[src/rtl/isp_pkg.sv]
// -----------------------------------------------------------------------------
// isp_pkg
// Shared definitions for the ISP two-pass stage sequencer:
//   - datapath mode encodings (IDLE, STAGE14, STAGE56) and MODE_BIT_CNT
//   - sequencer state enumeration
//   - small decode helpers used by the top level
// -----------------------------------------------------------------------------
package isp_pkg;

  localparam int MODE_BIT_CNT = 2;

  localparam logic [MODE_BIT_CNT-1:0] MODE_IDLE    = 2'd0;
  localparam logic [MODE_BIT_CNT-1:0] MODE_STAGE14 = 2'd1;
  localparam logic [MODE_BIT_CNT-1:0] MODE_STAGE56 = 2'd2;

  typedef enum logic [2:0] {
    ST_IDLE      = 3'd0,
    ST_S14_FEED  = 3'd1,
    ST_S14_DRAIN = 3'd2,
    ST_SWITCH    = 3'd3,
    ST_S56_FEED  = 3'd4,
    ST_S56_DRAIN = 3'd5,
    ST_DONE      = 3'd6,
    ST_ERR       = 3'd7
  } seq_state_e;

  // Datapath mode presented while sitting in a given state.
  function automatic logic [MODE_BIT_CNT-1:0] mode_of_state(input seq_state_e st);
    logic [MODE_BIT_CNT-1:0] m;
    case (st)
      ST_S14_FEED, ST_S14_DRAIN:           m = MODE_STAGE14;
      ST_SWITCH, ST_S56_FEED, ST_S56_DRAIN: m = MODE_STAGE56;
      default:                              m = MODE_IDLE;
    endcase
    return m;
  endfunction

  function automatic logic is_feed(input seq_state_e st);
    return (st == ST_S14_FEED) || (st == ST_S56_FEED);
  endfunction

  function automatic logic is_drain(input seq_state_e st);
    return (st == ST_S14_DRAIN) || (st == ST_S56_DRAIN);
  endfunction

endpackage

[src/rtl/isp_beat_pacer.sv]
// -----------------------------------------------------------------------------
// isp_beat_pacer
// Enforces the minimum spacing between accepted upstream beats.
// Ports:
//   clk, rst       : clock, asynchronous active-high reset
//   feed_i         : sequencer is in a FEED state
//   stage56_i      : current FEED state is the STAGE56 pass (selects GAP56)
//   src_valid_i    : upstream beat available
//   src_ready_o    : FEED and gap counter drained (combinational)
//   accept_o       : beat accepted this cycle (valid & ready)
// -----------------------------------------------------------------------------
module isp_beat_pacer
  import isp_pkg::*;
#(
  parameter int GAP14 = 3,
  parameter int GAP56 = 1
) (
  input  logic clk,
  input  logic rst,
  input  logic feed_i,
  input  logic stage56_i,
  input  logic src_valid_i,
  output logic src_ready_o,
  output logic accept_o
);

  localparam int GAP_MAX = (GAP14 > GAP56) ? GAP14 : GAP56;
  localparam int CNT_W   = (GAP_MAX > 1) ? $clog2(GAP_MAX) : 1;
  localparam logic [CNT_W-1:0] LOAD14 = CNT_W'(GAP14 - 1);
  localparam logic [CNT_W-1:0] LOAD56 = CNT_W'(GAP56 - 1);

  logic [CNT_W-1:0] gap_q;
  logic [CNT_W-1:0] gap_d;

  assign src_ready_o = feed_i & (gap_q == {CNT_W{1'b0}});
  assign accept_o    = src_valid_i & src_ready_o;

  // Gap counter: reload on accept, otherwise count down and rest at zero.
  // It keeps running outside FEED so a stale gap from an aborted pass
  // still holds off the first beat of the next one.
  always_comb begin
    gap_d = gap_q;
    if (accept_o) begin
      gap_d = stage56_i ? LOAD56 : LOAD14;
    end else if (gap_q != {CNT_W{1'b0}}) begin
      gap_d = gap_q - {{(CNT_W-1){1'b0}}, 1'b1};
    end else begin
      gap_d = gap_q;
    end
  end

  // Gap counter register.
  always_ff @(posedge clk or posedge rst) begin
    if (rst) begin
      gap_q <= {CNT_W{1'b0}};
    end else begin
      gap_q <= gap_d;
    end
  end

endmodule

[src/rtl/isp_stage_sequencer.sv]
// -----------------------------------------------------------------------------
// isp_stage_sequencer
// Runs the ISP datapath through two passes: STAGE14 feed/drain, a settle
// interval after the mode switch, then STAGE56 feed/drain.
// Ports:
//   clk, rst                 : clock, asynchronous active-high reset
//   start_i, abort_i         : run start pulse / synchronous abort
//   src_valid_i, src_last_i  : upstream beat and last-beat-of-pass marker
//   src_ready_o              : upstream beat accepted when valid & ready
//   isp_valid_o, isp_mode_o  : datapath valid_in (combinational), mode_in (registered)
//   isp_finish_i             : datapath finish_operation
//   out_valid_i, out_last_pic_i : datapath output monitor (last picture seen)
//   busy_o, done_o, err_o    : run status
// Optional feature: define ISP_SEQ_TIMEOUT_EN to build a drain watchdog that
// enters ERR after TIMEOUT_CYC cycles in a DRAIN state. Without it err_o is 0.
// -----------------------------------------------------------------------------
module isp_stage_sequencer
  import isp_pkg::*;
#(
  parameter int GAP14       = 3,
  parameter int GAP56       = 1,
  parameter int SETTLE      = 30,
  parameter int TIMEOUT_CYC = 4194304
) (
  input  logic                    clk,
  input  logic                    rst,
  input  logic                    start_i,
  input  logic                    abort_i,
  input  logic                    src_valid_i,
  input  logic                    src_last_i,
  output logic                    src_ready_o,
  output logic                    isp_valid_o,
  output logic [MODE_BIT_CNT-1:0] isp_mode_o,
  input  logic                    isp_finish_i,
  input  logic                    out_valid_i,
  input  logic                    out_last_pic_i,
  output logic                    busy_o,
  output logic                    done_o,
  output logic                    err_o
);

  localparam int SET_W = (SETTLE > 1) ? $clog2(SETTLE) : 1;
  localparam logic [SET_W-1:0] SETTLE_LOAD = SET_W'(SETTLE - 1);

  seq_state_e              state_q, state_d;
  logic [MODE_BIT_CNT-1:0] mode_q, mode_d;
  logic                    last_seen_q, last_seen_d;
  logic [SET_W-1:0]        settle_q, settle_d;
  logic                    accept;
  logic                    last_hit;
  logic                    drain_exit;
  logic                    timeout_hit;

  isp_beat_pacer #(
    .GAP14 (GAP14),
    .GAP56 (GAP56)
  ) u_pacer (
    .clk         (clk),
    .rst         (rst),
    .feed_i      (is_feed(state_q)),
    .stage56_i   (state_q == ST_S56_FEED),
    .src_valid_i (src_valid_i),
    .src_ready_o (src_ready_o),
    .accept_o    (accept)
  );

  assign isp_valid_o = accept;
  assign last_hit    = out_valid_i & out_last_pic_i;
  // A last-picture flag raised in the same cycle as finish still counts.
  assign drain_exit  = (last_seen_q | last_hit) & isp_finish_i;

`ifdef ISP_SEQ_TIMEOUT_EN
  localparam int WD_W = $clog2(TIMEOUT_CYC + 1);
  logic [WD_W-1:0] wd_q, wd_d;

  // Watchdog next value: count while staying in a DRAIN state, zero otherwise.
  always_comb begin
    wd_d = {WD_W{1'b0}};
    if (is_drain(state_q) && (state_d == state_q)) begin
      wd_d = wd_q + {{(WD_W-1){1'b0}}, 1'b1};
    end else begin
      wd_d = {WD_W{1'b0}};
    end
  end

  // Watchdog register.
  always_ff @(posedge clk or posedge rst) begin
    if (rst) begin
      wd_q <= {WD_W{1'b0}};
    end else begin
      wd_q <= wd_d;
    end
  end

  assign timeout_hit = is_drain(state_q) && (wd_q == WD_W'(TIMEOUT_CYC - 1));
  assign err_o       = (state_q == ST_ERR);
`else
  assign timeout_hit = 1'b0;
  assign err_o       = 1'b0;
`endif

  // Next-state, settle counter, last-picture flag and mode decode.
  always_comb begin
    state_d  = state_q;
    settle_d = settle_q;
    if (abort_i) begin
      state_d = ST_IDLE;
    end else begin
      case (state_q)
        ST_IDLE, ST_DONE, ST_ERR: begin
          if (start_i) state_d = ST_S14_FEED;
          else         state_d = state_q;
        end
        ST_S14_FEED: begin
          if (accept && src_last_i) state_d = ST_S14_DRAIN;
          else                      state_d = state_q;
        end
        ST_S14_DRAIN: begin
          if (drain_exit) begin
            state_d  = ST_SWITCH;
            settle_d = SETTLE_LOAD;
          end else if (timeout_hit) begin
            state_d = ST_ERR;
          end else begin
            state_d = state_q;
          end
        end
        ST_SWITCH: begin
          if (settle_q == {SET_W{1'b0}}) state_d = ST_S56_FEED;
          else settle_d = settle_q - {{(SET_W-1){1'b0}}, 1'b1};
        end
        ST_S56_FEED: begin
          if (accept && src_last_i) state_d = ST_S56_DRAIN;
          else                      state_d = state_q;
        end
        ST_S56_DRAIN: begin
          if (drain_exit)       state_d = ST_DONE;
          else if (timeout_hit) state_d = ST_ERR;
          else                  state_d = state_q;
        end
        default: state_d = ST_IDLE;
      endcase
    end

    // The flag is cleared on FEED entry, which wins over a same-cycle set.
    if (is_feed(state_d) && (state_d != state_q)) begin
      last_seen_d = 1'b0;
    end else if (last_hit) begin
      last_seen_d = 1'b1;
    end else begin
      last_seen_d = last_seen_q;
    end

    // Mode is registered from the next state so it lines up with state_q.
    mode_d = mode_of_state(state_d);
  end

  // Sequencer state registers.
  always_ff @(posedge clk or posedge rst) begin
    if (rst) begin
      state_q     <= ST_IDLE;
      mode_q      <= MODE_IDLE;
      last_seen_q <= 1'b0;
      settle_q    <= {SET_W{1'b0}};
    end else begin
      state_q     <= state_d;
      mode_q      <= mode_d;
      last_seen_q <= last_seen_d;
      settle_q    <= settle_d;
    end
  end

  assign isp_mode_o = mode_q;
  assign busy_o     = (state_q != ST_IDLE) && (state_q != ST_DONE) && (state_q != ST_ERR);
  assign done_o     = (state_q == ST_DONE);

endmodule

[config.mk]
export PLATFORM = sky130hd
export DESIGN_NAME = isp_stage_sequencer
export DESIGN_NICKNAME = d
export VERILOG_FILES = /design/src/rtl/isp_pkg.sv /design/src/rtl/isp_beat_pacer.sv /design/src/rtl/isp_stage_sequencer.sv
export SDC_FILE = /design/constraint.sdc
export NUM_CORES = 1
export LEC_CHECK = 0
export CAP_MARGIN = 20
export CELL_PAD_IN_SITES_DETAIL_PLACEMENT = 0
export CELL_PAD_IN_SITES_GLOBAL_PLACEMENT = 1
export CORE_MARGIN = 2
export CORE_UTILIZATION = 38
export CTS_CLUSTER_SIZE = 16
export DETAILED_ROUTE_END_ITERATION = 16
export PLACE_DENSITY_LB_ADDON = 0.1
export SKIP_LAST_GASP = 1
export SLEW_MARGIN = 5
export SYNTH_ARGS = -nofsm -noshare
export SYNTH_HDL_FRONTEND = slang
export SYNTH_HIERARCHICAL = 1
export SYNTH_SLANG_ARGS = --single-unit
export TNS_END_PERCENT = 5
[constraint.sdc]
create_clock -name clk -period 2.9 [get_ports clk]
set_clock_uncertainty 0.05 [all_clocks]
set_input_delay 0.58 -clock clk [delete_from_list [all_inputs] [get_ports clk]]
set_output_delay 0.58 -clock clk [all_outputs]
set_load 0.03 [all_outputs]
==> results_dict.tcl <==
set metrics [dict create \
    core_area_mm2 0.00241 \
    htree_levels 1 \
    p_int_mw 0.368 \
    finalWirelength_mm 2.09 \
    worst_setup_path_end_kind "output port" \
    cts_tree "yes" \
    slew_violations 0 \
    die-area_mm2 0.00290 \
    ioPinCount 16 \
    netlist.area_leader.share 0.345 \
    final_area_mm2 0.00115 \
    hold_ws_ns 0.421 \
    cts.sink_count 13 \
    cap_violations 0 \
    pwr-share-clk 0.200 \
    dpl_worst_slack_ns 0.288 \
    required_ns 2.27 \
    worst_path_max_delay_cell "clkdlybuf4s50_1" \
    critPathKind "flop to output port" \
    post-route-util 0.477 \
    ant_nets 0 \
    cp_max_fo 6 \
    critPathMaxStageDelay_ns 0.68 \
    cts-resized-gates 0 \
    drive_gt1_frac 0.128 \
    cpLargestDelayFamily "buffers and inverters" \
    routed_via_density 5.49 \
    cts_inserted_buffers 3 \
    worst_slack_ns 0.208 \
    seq_area_um2 325 \
    setup_viol 0 \
    nets 138 \
    syn_avg_cell_area_um2 8.74 \
    clkLatencyLatePin_ns 0.27 \
    die_h_um 53.8 \
    cts_buffer_depth 2 \
    grt_pass1_vias 815 \
    root_buffer "clkbuf_4" \
    ys_seq_elements 13 \
    dp_hpwl_mm 1.61 \
    track_usage 0.170 \
    fmax_mhz 372 \
    antenna_found_initial 0 \
    fp-row-count 18 \
    yosysWarnings 6 \
    synthArstFlopShare 1.00 \
    n_fill_cell 235 \
    grt_overflow 0 \
    synth.cell_area_um2 943 \
    wl_per_cell_um 13.5 \
    seqPwrFrac 0.428 \
    path_cells "xnor2_1 -> nor2_1 -> and3_2 -> clkdlybuf4s50_1" \
    hold_path_class "primary input to async pin" \
    antenna_cells 0 \
    numPortBuffers 14 \
    syn_nets 120 \
    ys.flop_type "dfrtp_1" \
    hold_viol 0 \
    fin_setup_tns_ns 0 \
    grt_first_pass_wirelength_mm 3.50 \
    synth_area_leader_cell "dfrtp_1" \
    grt_max_degree 18 \
    status "completed" \
    combPwrFrac 0.373 \
    worst-path-buf-inv 1 \
    synth_cell_types 46 \
    routed-via-count 851 \
    max-vdd-ir-drop_mv 0.424 \
    post_cts_buffers 0 \
    ctsHoldBuffers 0 \
    drt_iter0_drc 25 \
    cp.arrival_ns 2.06 \
    synth-edff-count 0 \
    die_w_um 53.8 \
    multi_input_area_um2 552 \
    power.switching_mw 0.197 \
    gp_congestion 0.787 \
    p_leak_nw 0.484 \
    clk_pin_slew_ns 0.08 \
    synthToLayoutAreaGrowth_pct 21.8 \
    drc 0 \
    critPathLaunchType "flop" \
    initial_core_util 0.391 \
    seq_area_frac_synth 0.345 \
    power_density_mw_per_mm2 492 \
    fin_crit_ns 2.69 \
    sw_frac_of_total 0.348 \
    drt_pre_antenna_iters 4 \
    fin_crit_sh 0.928 \
    synthTopCellsByArea "dfrtp_1 34%, ha_1 4.0%, inv_1 4.0%, nor2_1 4.0%, o21ai_0 3.2%" \
    rsz0062_at_grt "no" \
    syn_inst 108 \
    place_area_mm2 0.00112 \
]
[cell usage after synthesis, types with 2 or more instances]
cell / number
dfrtp_1: 13
inv_1: 10
nor2_1: 10
nand2_1: 8
o21ai_0: 6
a21oi_1: 5
nor3_1: 4
a21o_1: 3
ha_1: 3
a211oi_1: 2
a21boi_0: 2
buf_2: 2
buf_4: 2
nand2b_1: 2
nand3_1: 2
nor2b_1: 2
nor3b_1: 2
o31ai_1: 2
[state kept, by name, indices dropped and copies added, names as in the netlist]
register and flops:
settle_q 5, state_q 3, isp_mode_o 2, u_pacer/gap_q 2
last_seen_q 1
[cell families (layout without fill, tap and decap cells)]
kind of cell | after synthesis | after routing | synth area share
and+or+nand+nor | 42 | 42 | 0.275
AOI/OAI and AO/OA | 32 | 32 | 0.247
buffers and inverters | 15 | 32 | 0.0703
DFF | 13 | 13 | 0.345
adders and majority gates | 3 | 3 | 0.0398
other | 1 | 1 | 0.00397
xor gates and xnor gates | 1 | 1 | 0.00929
muxes | 1 | 1 | 0.0106
[worst paths after layout]
kind | start | to | slack (ns) | cells after the start
max | state_q[0]$_DFF_PP0_ | isp_valid_o | 0.21 | 4
min | rst | u_pacer/gap_q[0]$_DFFE_PP0P_ | 0.42 | 2
max reg2reg | state_q[0]$_DFF_PP0_ | isp_mode_o[0]$_DFF_PP0_ | 0.88 | 7
min reg2reg | settle_q[1]$_DFFE_PP0P_ | settle_q[1]$_DFFE_PP0P_ | 0.48 | 2
max in group asynchronous | rst | settle_q[2]$_DFFE_PP0P_ | 1.94 | 2
min in group clk | settle_q[1]$_DFFE_PP0P_ | settle_q[1]$_DFFE_PP0P_ | 0.48 | 2
[power groups by stage]
stage               Clock, mW  Sequential, mW  Combinational (mW)
floorplan                   0           0.241               0.151
global placement            0           0.244               0.206
detailed placement          0           0.245               0.212
CTS                     0.116           0.242               0.213
global route            0.127           0.244               0.237
finish                  0.113           0.242               0.211
[cells in the final DEF, fill, tap and decap left out, types with 2 or more instances in the layout]
cell type / count
nor3b_1: 2
inv_1: 10
a21o_1: 3
clkbuf_4: 3
nand2_1: 8
dfrtp_1: 13
clkdlybuf4s50_1: 14
nor3_1: 4
o21ai_0: 6
nand2b_1: 2
nand3_1: 2
ha_1: 3
a21boi_0: 2
a21oi_1: 5
nor2b_1: 2
buf_4: 4
nor2_1: 10
o31ai_1: 2
a211oi_1: 2
[metal layers]
layer	vias up	global-route usage	part of all wire
met1	410	0.200	0.46
met3	2	0.0250	0.025
met5	-	0	0
met2	18	0.295	0.51
li1	421	-	-
met4	0	0.0897	0.0091
[area by class of cell]
type                            count  area share
Multi-Input combinational cell     80       0.480
Clock buffer                        4      0.0229
Sequential cell                    13       0.283
Timing Repair Buffer               18       0.148
Inverter                           10      0.0327
Tap cell                           30      0.0327
[stage by stage]
stage / power (mW) / cells
floorplan: 0.392 / 108
global placement: 0.450 / 151
detailed placement: 0.457 / 151
CTS: 0.571 / 155
global route: 0.608 / 155
finish: 0.565 / 155
No activity file was read; power rests on OpenSTA's default activity.
